### src/rtl/mem_arbiter.sv
// -----------------------------------------------------------------------------
// mem_arbiter
//   Shares the single cache/main-memory port between the instruction-fetch
//   stage and the load/store stage. A grant is registered, the winner's request
//   is steered onto the memory side, and a one-cycle acknowledge (with read
//   data) is returned to the winner when the memory signals ready.
//
//   Optional feature (macro MEM_ARB_RR_EN):
//     defined   - on a conflict the grant alternates away from the last winner
//     undefined - fixed data-over-fetch priority
//
//   Ports:
//     clk, rst            clock (rising edge), asynchronous active-high reset
//     ireq_i, iaddr_i     fetch request / address
//     irdata_o, iack_o    fetch data (valid with iack_o) / completion pulse
//     dread_i, dwrite_i   load / store request
//     daddr_i, dwdata_i   data address / store data
//     dfunct3_i           load/store width code
//     drdata_o, dack_o    load data (valid with dack_o) / completion pulse
//     mem_*_o             memory-side address, write data, enables, width code
//     mem_rdata_i         memory read data
//     mem_ready_i         memory transaction complete
//     busy_o              a grant is active
//     conflict_cnt_o      saturating count of conflicting arbitration cycles
// -----------------------------------------------------------------------------
module mem_arbiter #(
    parameter int AW    = 32,
    parameter int DW    = 32,
    parameter int CNT_W = 16
) (
    input  logic             clk,
    input  logic             rst,
    input  logic             ireq_i,
    input  logic [AW-1:0]    iaddr_i,
    output logic [DW-1:0]    irdata_o,
    output logic             iack_o,
    input  logic             dread_i,
    input  logic             dwrite_i,
    input  logic [AW-1:0]    daddr_i,
    input  logic [DW-1:0]    dwdata_i,
    input  logic [2:0]       dfunct3_i,
    output logic [DW-1:0]    drdata_o,
    output logic             dack_o,
    output logic [AW-1:0]    mem_addr_o,
    output logic [DW-1:0]    mem_wdata_o,
    output logic             mem_read_o,
    output logic             mem_write_o,
    output logic [2:0]       mem_funct3_o,
    input  logic [DW-1:0]    mem_rdata_i,
    input  logic             mem_ready_i,
    output logic             busy_o,
    output logic [CNT_W-1:0] conflict_cnt_o
);

    typedef enum logic [1:0] {
        ST_IDLE  = 2'd0,
        ST_GNT_I = 2'd1,
        ST_GNT_D = 2'd2
    } state_t;

    typedef enum logic {
        SRC_I = 1'b0,
        SRC_D = 1'b1
    } src_t;

    state_t           state_q, state_d;
    src_t             last_grant_q, last_grant_d;
    logic [CNT_W-1:0] conflict_cnt_q, conflict_cnt_d;

    logic d_pend_s;
    logic both_pend_s;

    assign d_pend_s       = dread_i | dwrite_i;
    assign both_pend_s    = ireq_i & d_pend_s;
    assign conflict_cnt_o = conflict_cnt_q;

    // State, last winner and conflict counter registers
    always_ff @(posedge clk or posedge rst) begin
        if (rst) begin
            state_q        <= ST_IDLE;
            last_grant_q   <= SRC_D;
            conflict_cnt_q <= {CNT_W{1'b0}};
        end else begin
            state_q        <= state_d;
            last_grant_q   <= last_grant_d;
            conflict_cnt_q <= conflict_cnt_d;
        end
    end

    // Next-state logic and memory-side / requester-side outputs
    always_comb begin
        state_d        = state_q;
        last_grant_d   = last_grant_q;
        conflict_cnt_d = conflict_cnt_q;
        irdata_o       = {DW{1'b0}};
        iack_o         = 1'b0;
        drdata_o       = {DW{1'b0}};
        dack_o         = 1'b0;
        mem_addr_o     = {AW{1'b0}};
        mem_wdata_o    = {DW{1'b0}};
        mem_read_o     = 1'b0;
        mem_write_o    = 1'b0;
        mem_funct3_o   = 3'b000;
        busy_o         = 1'b0;

        case (state_q)
            ST_IDLE: begin
                // mem_ready_i is deliberately ignored here
                if (both_pend_s) begin
                    if (conflict_cnt_q != {CNT_W{1'b1}}) begin
                        conflict_cnt_d = conflict_cnt_q + {{(CNT_W-1){1'b0}}, 1'b1};
                    end else begin
                        conflict_cnt_d = conflict_cnt_q;
                    end
`ifdef MEM_ARB_RR_EN
                    // Alternate away from whoever completed last
                    if (last_grant_q == SRC_D) begin
                        state_d = ST_GNT_I;
                    end else begin
                        state_d = ST_GNT_D;
                    end
`else
                    state_d = ST_GNT_D;
`endif
                end else if (d_pend_s) begin
                    state_d = ST_GNT_D;
                end else if (ireq_i) begin
                    state_d = ST_GNT_I;
                end else begin
                    state_d = ST_IDLE;
                end
            end

            ST_GNT_I: begin
                busy_o       = 1'b1;
                mem_read_o   = 1'b1;
                mem_addr_o   = iaddr_i;
                mem_funct3_o = 3'b010;
                // A withdrawn request releases the port silently so the
                // arbiter can never hang on a misbehaving requester.
                if (!ireq_i) begin
                    state_d = ST_IDLE;
                end else if (mem_ready_i) begin
                    iack_o       = 1'b1;
                    irdata_o     = mem_rdata_i;
                    state_d      = ST_IDLE;
                    last_grant_d = SRC_I;
                end else begin
                    state_d = ST_GNT_I;
                end
            end

            ST_GNT_D: begin
                busy_o       = 1'b1;
                mem_write_o  = dwrite_i;
                mem_read_o   = dread_i & ~dwrite_i;
                mem_addr_o   = daddr_i;
                mem_wdata_o  = dwdata_i;
                mem_funct3_o = dfunct3_i;
                if (!d_pend_s) begin
                    state_d = ST_IDLE;
                end else if (mem_ready_i) begin
                    dack_o       = 1'b1;
                    drdata_o     = mem_rdata_i;
                    state_d      = ST_IDLE;
                    last_grant_d = SRC_D;
                end else begin
                    state_d = ST_GNT_D;
                end
            end

            default: begin
                state_d = ST_IDLE;
            end
        endcase
    end

endmodule

### config.mk
export PLATFORM = sky130hd
export DESIGN_NAME = mem_arbiter
export DESIGN_NICKNAME = d
export VERILOG_FILES = /design/src/rtl/mem_arbiter.sv
export SDC_FILE = /design/constraint.sdc
export NUM_CORES = 1
export LEC_CHECK = 0
export BUFFER_PORTS_ARGS = -buffer_cell sky130_fd_sc_hd__buf_2
export CAP_MARGIN = 10
export CORE_AREA = 2 2 111 113
export CTS_CLUSTER_DIAMETER = 30
export DETAILED_ROUTE_END_ITERATION = 6
export DIE_AREA = 0 0 113 115
export HOLD_SLACK_MARGIN = 0.03
export PLACE_DENSITY = 0.64
export SYNTH_ARGS = -nofsm -noshare
export SYNTH_HDL_FRONTEND = slang
export SYNTH_SLANG_ARGS = --single-unit
### constraint.sdc
create_clock -name clk -period 2.2 [get_ports clk]
set_input_delay 0.66 -clock clk [delete_from_list [all_inputs] [get_ports clk]]
set_output_delay 0.66 -clock clk [all_outputs]
set_load 0.03 [all_outputs]
# After elaboration in Yosys (flattened, before gate mapping)
# Index checks and enable logic that the tools add are counted.
[word_totals] ff_bits=18 latch_bits=0 ram_bits=0 romBits=0 inputBits=137 out_inout_bits=152 elab_cells=37 n_memories=0
[classes] addsub=1 multipliers=0 div_mod_pow=0 order_cmp=0 n_eq_ne=3 shift=0 n_mux=24 bitwise=4 n_reduce_logical=3
[op_table] op="2-to-1 mux 32 bit" count=6
[op_table] op="one-hot mux 32 bit (2 select lines)" count=1
[op_table] op="adder 16 x 1 -> 16 bit (second input constant)" count=1
[op_table] op="inequality test 16 bit (second input constant)" count=1
[op_table] op="2-to-1 mux 1 bit" count=10
[op_table] op="2-to-1 mux 2 bit" count=4
[op_table] op="one-hot mux 2 bit (3 select lines)" count=1
[op_table] op="one-hot mux 3 bit (2 select lines)" count=1
[op_table] op="AND reduction 3 bit" count=1
[op_table] op="bitwise AND 1 bit" count=2
[op_table] op="equality test 2 x 1 -> 1 bit (second input constant)" count=1
[op_table] op="equality test 2 bit (second input constant)" count=1
[op_table] op="zero test 2 bit" count=1
[op_table] op="one-hot mux 1 bit (2 select lines)" count=1
[op_table] op="OR reduction 2 bit" count=1
[op_table] op="NOT 1 bit" count=1
[op_table] op="OR 1 bit" count=1

# Logic depth before layout (Yosys ltp)
# Gate-level depths: netlist of run 1.
[depth] word_depth=4 ltp_mapped=7 depth_no_buf=6

# Worst setup path after synthesis of run 1
# Ideal clock, no wire load.
[synth_path] path_type="register to output" startpoint="register state_q[0]" endpoint="output port drdata_o[22]" t_arrival_ns=1.853 required_ns=1.540 setup_slack_ns=-0.313 stages_incl_launch_ff=8 n_path_buf=2 path_cell_list="dfrtp_1 > inv_1 > ha_1 > clkbuf_1 > nand2_1 > nor2_1 > clkbuf_1 > and2_1"
[synth_between] elab_chain_cells=2
[synth_lines] item="start, declared" line_no="66" source="state_t state_q, state_d;"
[synth_lines] item="start signal, assigned" line_no="84" source="state_q <= state_d;"
[synth_lines] item="equality test 2 bit" line_no="106" source="case (state_q)"
[synth_lines] item="2-to-1 mux 32 bit" line_no="106"
[synth_lines] item="end, declared" line_no="42" source="output logic [DW-1:0] drdata_o,"
# Every way passes these cells.

# Worst setup path after layout of run 1
[layout_path] startpoint="register state_q[0]" endpoint="output port drdata_o[7]"
# Same word-level chain as after synthesis.

==> parameters.txt, run 1 <==
Parameter                              Value

Worst setup path
  Worst reg2reg setup slack    270 ps
  Data required time of the worst path    1540 ps
  Worst Setup End Kind    primary output
  Crit Reg-Reg Startpoint    state_q[0]
  Delay of the slowest cell on the worst path    440 ps
  Crit path max fanout    8
  Cell count of the worst reg-to-reg path    6
  Worst Setup Start Kind    register
  Crit-path slowest cell    sky130_fd_sc_hd__dfrtp_2
  Cells along the critical path    inv_2 -> ha_4 -> nand2_2 -> nor2_4 -> buf_6 -> clkbuf_16 -> and2_4 -> buf_6
  Signal arrival time at the worst endpoint    1670 ps
  Crit path kind    reg -> out
  RR Endpoint    conflict_cnt_o[14]
  Cell occurring most often along the worst timing path    sky130_fd_sc_hd__buf_6

Timing
  Worst Max-Slew Pin Slew    373.3 ps
  Achievable frequency    429.2 MHz
  Worst hold margin    418.7 ps
  Number of max-slew violations in the final report    0
  Remaining max-slew budget at the tightest pin    0.7498
  Final count of negative-setup-slack endpoints    122
  Final period utilization    1.059
  Post-route worst setup slack    -129.9 ps
  Clock skew    1.919 ps
  Shortest clock period the worst path allows after layout    2330 ps
  Hold violation total from the final report    0
  Unrepaired setup endpoints after global routing    true

Global routing
  M2 GR Usage    0.2798
  Number of global-route vias before repair    3,063
  M3 GR Usage    0.03005
  Total grt overflow    0
  Layer with the highest usage    met2
  Number of antenna violations at the first check in global routing    1
  First-pass GRT wire length    16.26 mm
  Maximum number of pins on one net before global-route repair    36
  All-Layer GR Usage    0.1545
  Global routing met1 resource utilization    0.1983

Floorplan
  Effective utilization at floorplan    0.1859
  Die boundary height    115 um
  Boundary Pins    289
  Die footprint    13,000 um^2
  Chip width    113 um
  Number of core rows    40
  Total core area    11,810 um^2

Synthesis
  Post-Synth Simple-Gate Area    0.5191
  Mux share of post-synthesis cell area    0.01709
  Seq cells post-synth    18
  Adder-cell share of the synthesized area    0.02849
  Synth Instances    285
  Share of the synthesized area in compound gates (AO/OA/AOI/OAI)    0.1556
  Async set-or-reset flop fraction in the synthesized netlist    1.000
  Synth Flop Type    sky130_fd_sc_hd__dfrtp_1
  Combinational family with the most area after synthesis    simple AND/OR/NAND/NOR gates
  Unique masters post-synth    40
  Number of enable-type register cells in the synthesized netlist    0
  Mean instance size in the synthesized netlist    7.705 um^2
  Post-synthesis sequential area ratio    0.2051
  Synthesized net count    427
  Synthesized-area fraction occupied by xor and xnor cells    0.03191
  Number of synthesis warnings    0
  Post-synthesis instance area    2196 um^2

Clock network
  Max Buffers Root-to-Sink    2
  # clock sinks    18
  Post-cts hold buffer count    0
  TritonCTS clock tree    built
  Clock root buffer    sky130_fd_sc_hd__clkbuf_16
  Clock network latency to the later pin of the worst-skew pair    250 ps
  Cts bufs inserted    3
  Clk slew on worst S/H paths    50 ps
  Deepest level of the CTS H-tree    1

Drt
  Routed vias/inst    4.408
  Post-detailed-route DRC marker count    5
  Post-detailed-route wirelength per cell    17.33 um
  DRT iter0 DRCs    79
  Number of antenna-violating nets in the routed design    0
  Routed Wire Length    12.62 mm
  Total via count in the routed design    3,209
  Drt pass-1 iters    7

Placed design
  Instance area after placement    4060 um^2
  Count of buffers inserted at the top-level ports    288
  Post-Place Setup Slack    -61.54 ps
  HPWL after DPL    8.314 mm
  Routability cong.    0.8297

Final layout
  Net count reported at finish    724
  Antenna cells    0
  Commonest non-fill, non-tap cells in the layout    sky130_fd_sc_hd__buf_2, sky130_fd_sc_hd__buf_6, sky130_fd_sc_hd__and2_4, sky130_fd_sc_hd__nor2b_2
  Layout overhead on the synthesized area    147.0%
  Fraction of layout instances using a drive strength above 1    0.8176
  Post-route standard cell area excluding fillers    5424 um^2
  # fillers    1,128
  Most frequent standard cell in the layout excluding fill and tap cells    sky130_fd_sc_hd__buf_2

Min path
  Class of the tightest hold or removal check    in -> async

Outcome
  Violated checks    DRC, setup timing
  Outcome    finished with violations

Power
  Worst IR drop on VDD    305.7 uV
  Power density cells    671.2 nW/um^2
  Static leakage    2.698 nW
  Tot Pwr    3.641 mW

Run
  Max-capacitance violation count    0
metrics by stage:
stage,cells,setup TNS [ps],utilization
after detailed placement,710,-1612,0.3438
after global placement,710,-1055,0.3438
final,728,-7356,0.4592
after global routing,728,-14700,0.4592
after CTS,721,-8176,0.4195
after floorplan,285,-58.17,-
critical path, delay by kind of cell (launching register included):
| family | cells | cell delay, ps |
|---|---|---|
| DFF | 1 | 440 |
| and+or+nand+nor | 3 | 310 |
| buffers and inverters | 4 | 490 |
| adders and majority gates | 1 | 170 |
worst max path at each step:
stage	slack, ps	depth (start not counted)	endpoint	from
3_5_place_dp	-60	6	drdata_o[15]	dwrite_i
2_1_floorplan	-6	6	mem_funct3_o[2]	state_q[0]
3_3_place_gp	-50	6	drdata_o[11]	dwrite_i
5_1_grt	-170	8	drdata_o[7]	state_q[0]
4_1_cts	-120	6	irdata_o[6]	state_q[1]
6_report	-130	8	drdata_o[7]	state_q[0]
synthesized netlist by cell type, types with 2 or more instances:
master,n,share of area
sky130_fd_sc_hd__and2_1,100,0.28
sky130_fd_sc_hd__a22oi_1,33,0.11
sky130_fd_sc_hd__nor2b_1,33,0.094
sky130_fd_sc_hd__clkbuf_1,21,0.036
sky130_fd_sc_hd__dfrtp_1,18,0.21
sky130_fd_sc_hd__nor2_1,11,0.019
sky130_fd_sc_hd__xor2_1,7,0.028
sky130_fd_sc_hd__a21oi_1,6,0.014
sky130_fd_sc_hd__nand2_1,6,0.010
sky130_fd_sc_hd__ha_1,5,0.028
sky130_fd_sc_hd__inv_1,4,0.0068
sky130_fd_sc_hd__nor3_1,4,0.0091
sky130_fd_sc_hd__a31oi_1,3,0.0085
sky130_fd_sc_hd__and3_1,3,0.0085
sky130_fd_sc_hd__nand4_1,3,0.0085
sky130_fd_sc_hd__and4_1,2,0.0080
sky130_fd_sc_hd__mux2_1,2,0.010
sky130_fd_sc_hd__nand3_1,2,0.0046
layout make-up:
class | instances | area, um^2 | area share
Timing Repair Buffer | 313 | 2594 | 0.4782
Multi-Input combinational cell | 242 | 2091 | 0.3855
Tap cell | 147 | 183.9 | 0.03391
Clock buffer | 4 | 88.84 | 0.01638
Sequential cell | 18 | 451.7 | 0.08328
Inverter | 4 | 15.01 | 0.002768
power breakdown:
| group | leakage [nW] | internal [mW] | switching (mW) |
|---|---|---|---|
| Clock | 0.0442 | 0.277 | 0.126 |
| Combinational | 2.42 | 1.29 | 1.49 |
| Sequential | 0.239 | 0.383 | 0.0723 |
registers in the layout (all words and copies together) (netlist names):
name and flops:
state_q 2, conflict_cnt_o 16
timing repair:
item / 4_1_cts / 5_1_grt
pin swaps: 2 / 25
setup endpoints to repair: 134 / 135
gates resized for setup: 222 / 124
setup buffers: 4 / 1
cloned: 3 / 7
kinds of logic (layout without fill, tap and decap cells):
kind of cell / after synthesis / count (layout)
buffers and inverters: 25 / 321
and+or+nand+nor: 178 / 178
DFF: 18 / 18
AOI/OAI and AO/OA: 48 / 48
adders and majority gates: 5 / 5
muxes: 3 / 3
xor gates and xnor gates: 8 / 8
per-layer routing:
metal / routed length [um] / vias up
met5: 0 / -
met4: 210 / 0
met3: 681 / 14
met2: 6612 / 119
met1: 5115 / 1510
li1: - / 1566
No activity file was read; power rests on OpenSTA's default activity.
==> run 2, diff against run 1 <==
CTS_BUF_LIST = sky130_fd_sc_hd__clkbuf_16   (was not set)
==> run 2 against run 1 <==
Against the previous run: the run still ends with DRC, setup timing left; critical path depth did not move; design area decreased by 0.18%; combinational power is essentially flat; total power fell by 1.0%; critical path type unchanged; largest cell class unchanged.
==> parameters.txt, run 2 (synthesized netlist as in run 1, its figures left out) <==
Parameter                              Value

Final layout
  Most frequent standard cell in the layout excluding fill and tap cells    sky130_fd_sc_hd__buf_2
  Antenna cells    0 (unchanged)
  Fraction of layout instances using a drive strength above 1    0.8158 (-0.001721)
  Net count reported at finish    724 (unchanged)
  Layout overhead on the synthesized area    146.6%
  Largest register FFs    16 (unchanged)
  Commonest non-fill, non-tap cells in the layout    sky130_fd_sc_hd__buf_2, sky130_fd_sc_hd__buf_6, sky130_fd_sc_hd__and2_4, sky130_fd_sc_hd__nor2b_2
  Post-route non-filler standard cell count    728 (unchanged)

Timing
  Achievable frequency    429.8 MHz (+0.13%)
  Clock skew    1.023 ps (-0.8956 ps)
  Unrepaired setup endpoints after global routing    true
  Worst Max-Slew Pin Slew    373.3 ps (unchanged)
  Number of max-slew violations in the final report    0 (unchanged)
  Worst hold margin    417.9 ps (-0.7760 ps)
  Fin Setup TNS    -7317 ps (+38.11 ps)
  Hold violation total from the final report    0 (unchanged)
  Remaining max-slew budget at the tightest pin    0.7498 (unchanged)
  Final period utilization    1.058 (-0.001385)
  Shortest clock period the worst path allows after layout    2327 ps (-3.046 ps)
  Final count of negative-setup-slack endpoints    122 (unchanged)
  Post-route worst setup slack    -126.9 ps (+3.046 ps)

Clock network
  Clock root buffer    sky130_fd_sc_hd__clkbuf_16
  TritonCTS clock tree    built
  Cts bufs inserted    3 (unchanged)
  Clk slew on worst S/H paths    50 ps (about the same)
  Deepest level of the CTS H-tree    1 (unchanged)
  Clock network latency to the later pin of the worst-skew pair    250 ps (about the same)
  # clock sinks    18 (unchanged)
  Max Buffers Root-to-Sink    2 (unchanged)

Floorplan
  Boundary Pins    289 (unchanged)
  Effective utilization at floorplan    0.1859 (unchanged)
  Total core area    11,810 um^2 (unchanged)
  Die boundary height    115 um (unchanged)
  Chip width    113 um (unchanged)
  Number of core rows    40 (unchanged)
  Die footprint    13,000 um^2 (unchanged)

Worst setup path
  Signal arrival time at the worst endpoint    1670 ps (about the same)
  Cell count of the worst reg-to-reg path    6 (unchanged)
  Crit path kind    reg -> out
  Worst Setup Start Kind    register
  Worst Setup End Kind    primary output
  Worst reg2reg setup slack    270 ps (about the same)
  Data required time of the worst path    1540 ps (about the same)
  Crit path max fanout    8 (unchanged)
  Worst Setup SP    state_q[0]
  Crit Reg-Reg Startpoint    state_q[0]
  RR Endpoint    conflict_cnt_o[14]

Global routing
  First-pass GRT wire length    16.23 mm (-0.17%)
  Total grt overflow    0 (unchanged)
  Number of antenna violations at the first check in global routing    1 (unchanged)
  All-Layer GR Usage    0.1543 (-0.0002215)
  Maximum number of pins on one net before global-route repair    36 (unchanged)
  Number of global-route vias before repair    3,050 (-0.42%)

Placed design
  Count of buffers inserted at the top-level ports    288 (unchanged)
  Placed Cells incl. Taps    710 (unchanged)
  Routability cong.    0.8297 (unchanged)
  HPWL after DPL    8.314 mm (unchanged)
  Post-Place Setup Slack    -61.54 ps (unchanged)

Drt
  Number of antenna-violating nets in the routed design    0 (unchanged)
  Total via count in the routed design    3,211 (+0.062%)
  Routed vias/inst    4.411 (about the same)
  Post-detailed-route DRC marker count    5 (unchanged)
  Post-detailed-route wirelength per cell    17.32 um (about the same)
  Routed Wire Length    12.61 mm (about the same)
  DRT iter0 DRCs    131 (+66%)
  Drt pass-1 iters    7 (unchanged)

Power
  Worst IR drop on VDD    305.6 uV (about the same)
  Static leakage    2.693 nW (-0.21%)
  Power density cells    665.7 nW/um^2 (-0.83%)

Outcome
  Violated checks    DRC, setup timing
  Outcome    finished with violations

Run
  Max-capacitance violation count    0 (unchanged)

Min path
  Class of the tightest hold or removal check    in -> async
-- run 2: cell types whose count changed in the layout (fill, tap and decap cells not counted) --
| cell | before | now |
|---|---|---|
| sky130_fd_sc_hd__clkinv_1 | 0 | 1 |
| sky130_fd_sc_hd__clkbuf_8 | 1 | 0 |
-- run 2: critical path, stage by stage (launching register included) --
cell	delay (ps)
sky130_fd_sc_hd__dfrtp_2	440
sky130_fd_sc_hd__inv_2	100
sky130_fd_sc_hd__ha_4	170
sky130_fd_sc_hd__nand2_2	60
sky130_fd_sc_hd__nor2_4	100
sky130_fd_sc_hd__buf_6	120
sky130_fd_sc_hd__clkbuf_16	150
sky130_fd_sc_hd__and2_4	150
sky130_fd_sc_hd__buf_6	120
-- run 2: layout make-up --
class / count / area [um^2]
Tap cell: 147 / 183.9
Clock buffer: 3 / 75.07
Inverter: 4 / 15.01
Sequential cell: 18 / 451.7
Timing Repair Buffer: 313 / 2594
Multi-Input combinational cell: 242 / 2091
Fill cell: 1129 / 6397
Clock inverter: 1 / 3.754
-- run 2: through the flow --
stage | power, mW | util | cell area, um^2
2_1_floorplan | 1.831 | - | 2380
4_1_cts | 3.359 | 0.4182 | 4940
6_report | 3.604 | 0.4584 | 5414
3_3_place_gp | 2.484 | 0.3438 | 4060
3_5_place_dp | 2.493 | 0.3438 | 4060
5_1_grt | 3.776 | 0.4584 | 5414
-- run 2: routing by layer --
| layer | routed length (um) | GRT usage | share of wire |
|---|---|---|---|
| met4 | 210 | 0.01382 | 0.017 |
| met2 | 6608 | 0.2786 | 0.52 |
| met5 | 0 | 0 | 0 |
| met1 | 5100 | 0.1987 | 0.40 |
| met3 | 691 | 0.03005 | 0.055 |
-- run 2: worst max path at each step --
stage | to | slack, ps | cells past startpoint
after floorplan | mem_funct3_o[2] | -6 | 6
after global placement | drdata_o[11] | -50 | 6
after detailed placement | drdata_o[15] | -60 | 6
after CTS | irdata_o[6] | -120 | 6
after global routing | drdata_o[7] | -170 | 8
final | drdata_o[7] | -130 | 8
-- run 2: power by group --
| group | leakage [nW] | switching (mW) | total [mW] | internal, mW |
|---|---|---|---|---|
| logic | 2.42 | 1.49 | 2.78 | 1.29 |
| clock network | 0.0385 | 0.125 | 0.366 | 0.242 |
| registers | 0.239 | 0.0725 | 0.456 | 0.383 |
| total | 2.69 | 1.69 | 3.60 | 1.91 |
-- run 2: repair_timing --
item | CTS | global route
setup endpoints to repair | 134 | 135
pin swaps | 2 | 25
gates cloned | 3 | 7
buffers inserted | 4 | 1
hold buffers | 0 | 0
gates resized for setup | 220 | 128
==> run 3, diff against run 2 <==
==> constraint.sdc (replaced) <==
create_clock -name clk -period 2.2 [get_ports clk]
set_input_delay 0.66 -clock clk [delete_from_list [all_inputs] [get_ports clk]]
set_output_delay 0.66 -clock clk [all_outputs]
set_load 0.05 [all_outputs]
==> run 3 against run 2 <==
Against the previous run: design area increased by 1.3%; the flow still finishes with violations (DRC, setup timing); die area unchanged; first-iteration DRC count decreased by 5.3%; largest power group unchanged; sequential power decreased by 1%; fmax decreased by 1.6%; critical path depth decreased by 2; register-to-register slack improved by 80 ps; total power increased by 18%; non-clock buffer count decreased by 7.
==> parameters.txt, run 3 (synthesized netlist as in run 1, its figures left out) <==
Parameter                              Value

Clock network
  Clock network latency to the later pin of the worst-skew pair    250 ps (about the same)
  Clk slew on worst S/H paths    60 ps (about the same)
  Deepest level of the CTS H-tree    1 (unchanged)
  TritonCTS clock tree    built
  Max Buffers Root-to-Sink    2 (unchanged)
  # clock sinks    18 (unchanged)
  Cts bufs inserted    3 (unchanged)
  Clock root buffer    sky130_fd_sc_hd__clkbuf_16

Timing
  Final count of negative-setup-slack endpoints    127 (+4.1%)
  Post-route worst setup slack    -164.1 ps (-37.22 ps)
  Final period utilization    1.075 (+0.01692)
  Clock skew    6.240 ps (+5.217 ps)
  Worst Max-Slew Pin Slew    731.9 ps (+358.7 ps)
  Achievable frequency    423.0 MHz (-1.6%)
  Shortest clock period the worst path allows after layout    2364 ps (+37.22 ps)
  Unrepaired setup endpoints after global routing    true
  Number of max-slew violations in the final report    0 (unchanged)
  Hold violation total from the final report    0 (unchanged)
  Remaining max-slew budget at the tightest pin    0.5115 (-0.2383)

Final layout
  Layout overhead on the synthesized area    149.7%
  Most frequent standard cell in the layout excluding fill and tap cells    sky130_fd_sc_hd__buf_2
  Commonest non-fill, non-tap cells in the layout    sky130_fd_sc_hd__buf_2, sky130_fd_sc_hd__and2_4, sky130_fd_sc_hd__buf_6, sky130_fd_sc_hd__buf_4, sky130_fd_sc_hd__nor2b_4
  Antenna cells    0 (unchanged)
  Utilization after layout    0.4642 (+0.005826)
  Net count reported at finish    717 (-0.97%)
  Fraction of layout instances using a drive strength above 1    0.7892 (-0.02664)
  Largest register FFs    16 (unchanged)

Power
  Combinational share of power    0.806 (+0.034)
  Total internal power    2.054 mW (+7.3%)
  Static leakage    2.784 nW (+3.4%)
  Tot Pwr    4.264 mW (+18%)
  Switching pwr    2.209 mW (+31%)
  Portion of total power attributed to sequential cells    0.106 (-0.020)
  Switching part of the total    0.5182 (+0.04949)
  Power density cells    777.6 nW/um^2 (+17%)
  Part of the power in the clock network    0.088 (-0.014)
  Worst IR drop on VDD    470.3 uV (+54%)

Drt
  Post-detailed-route wirelength per cell    15.07 um (-13%)
  Drt pass-1 iters    7 (unchanged)
  Routed vias/inst    4.436 (+0.56%)
  Post-detailed-route DRC marker count    11 (+6)
  Total via count in the routed design    3,198 (-0.40%)
  Number of antenna-violating nets in the routed design    0 (unchanged)
  Routed Wire Length    10.86 mm (-14%)
  DRT iter0 DRCs    124 (-5.3%)

Floorplan
  Chip width    113 um (unchanged)
  Total core area    11,810 um^2 (unchanged)
  Die footprint    13,000 um^2 (unchanged)
  Number of core rows    40 (unchanged)
  Boundary Pins    289 (unchanged)
  Effective utilization at floorplan    0.1859 (unchanged)
  Die boundary height    115 um (unchanged)

Placed design
  Count of buffers inserted at the top-level ports    288 (unchanged)
  HPWL after DPL    8.183 mm (-1.6%)
  Routability cong.    0.8322 (+0.30%)

Global routing
  Maximum number of pins on one net before global-route repair    35 (-2.8%)
  First-pass GRT wire length    15.73 mm (-3.1%)
  Number of global-route vias before repair    3,223 (+5.7%)
  Number of antenna violations at the first check in global routing    0 (-1)
  All-Layer GR Usage    0.1477 (-0.006630)
  Total grt overflow    0 (unchanged)

Outcome
  Violated checks    DRC, setup timing
  Outcome    finished with violations

Min path
  Class of the tightest hold or removal check    in -> async

Worst setup path
  Crit path kind    reg -> out
  Crit path max fanout    34 (+26)
  Worst Setup Start Kind    register
  Signal arrival time at the worst endpoint    1700 ps (+30 ps)
  Worst Setup End Kind    primary output
  Data required time of the worst path    1540 ps (about the same)

Run
  Max-capacitance violation count    0 (unchanged)
run 3: cell count changes in the layout (fill, tap and decap cells not counted), moves of 5 or more:
cell / previous run / this run
sky130_fd_sc_hd__clkbuf_4: 2 / 17
sky130_fd_sc_hd__and2_4: 48 / 53
sky130_fd_sc_hd__a22oi_2: 31 / 18
sky130_fd_sc_hd__buf_12: 5 / 13
sky130_fd_sc_hd__buf_8: 1 / 32
sky130_fd_sc_hd__a22oi_1: 2 / 15
sky130_fd_sc_hd__and2_2: 27 / 22
sky130_fd_sc_hd__clkbuf_16: 9 / 4
sky130_fd_sc_hd__nor2b_4: 0 / 33
sky130_fd_sc_hd__buf_4: 31 / 40
sky130_fd_sc_hd__buf_6: 111 / 47
sky130_fd_sc_hd__nor2b_2: 33 / 0
run 3: power by group through the flow:
stage,Combinational (mW),Clock (mW),Sequential (mW)
after floorplan,1.99,0,0.596
after global placement,2.86,0,0.452
after detailed placement,2.89,0,0.454
after CTS,3.31,0.383,0.449
after global routing,3.58,0.398,0.458
final,3.44,0.377,0.451
run 3: what timing repair did:
action / in CTS / in global routing
gates cloned: 2 / 1
buffers inserted: 2 / 1
gates resized for setup: 227 / 65
endpoints found under the setup margin: 135 / 135
hold buffers: 0 / 0
pin swaps: 10 / 11
run 3: critical path, stage by stage, from the launching register on:
cell and delay, ps:
sky130_fd_sc_hd__dfrtp_1 400, sky130_fd_sc_hd__buf_4 160, sky130_fd_sc_hd__ha_4 170, sky130_fd_sc_hd__buf_12 170
sky130_fd_sc_hd__a22oi_1 270, sky130_fd_sc_hd__nor2b_4 60, sky130_fd_sc_hd__clkbuf_4 220
run 3: layout make-up:
class	instances	area, um^2
Fill cell	1099	6329
Timing Repair Buffer	306	2549
Multi-Input combinational cell	242	2206
Sequential cell	18	450.4
Tap cell	147	183.9
Clock buffer	3	75.07
Inverter	4	15.01
Clock inverter	1	3.754
run 3: metal layers:
layer	up-vias	part of all wire	wire [um]	global-route usage
met1	1508	0.38	4127	0.1738
met5	-	0	0	0
met4	0	0.0071	77	0.02033
li1	1543	-	-	-
met3	7	0.060	650	0.01950
met2	140	0.55	6007	0.2906
run 3: per-stage QoR:
stage	instance area [um^2]	setup TNS, ps	instances	hold slack [ps]	worst slack [ps]
after detailed placement	4389	-862.1	712	514.6	-32.38
after global placement	4389	-3.402	712	511.6	-1.139
after floorplan	2621	-3241	285	593.2	-77.08
after CTS	5280	-14080	720	524.2	-152.6
final	5483	-15360	721	529.3	-164.1
after global routing	5483	-23290	721	535.9	-219.5
run 3: path summary, 6_finish.rpt:
kind	start	endpoint	slack, ps	cells after the start
setup / recovery	state_q[0]	mem_addr_o[3]	-160	6
max in group asynchronous	rst	conflict_cnt_o[6]	1200	2
hold / removal	rst	conflict_cnt_o[7]	530	2
min in group clk	conflict_cnt_o[5]	conflict_cnt_o[5]	530	1
hold reg to reg	conflict_cnt_o[5]	conflict_cnt_o[5]	530	1
setup reg to reg	state_q[1]	conflict_cnt_o[14]	350	6
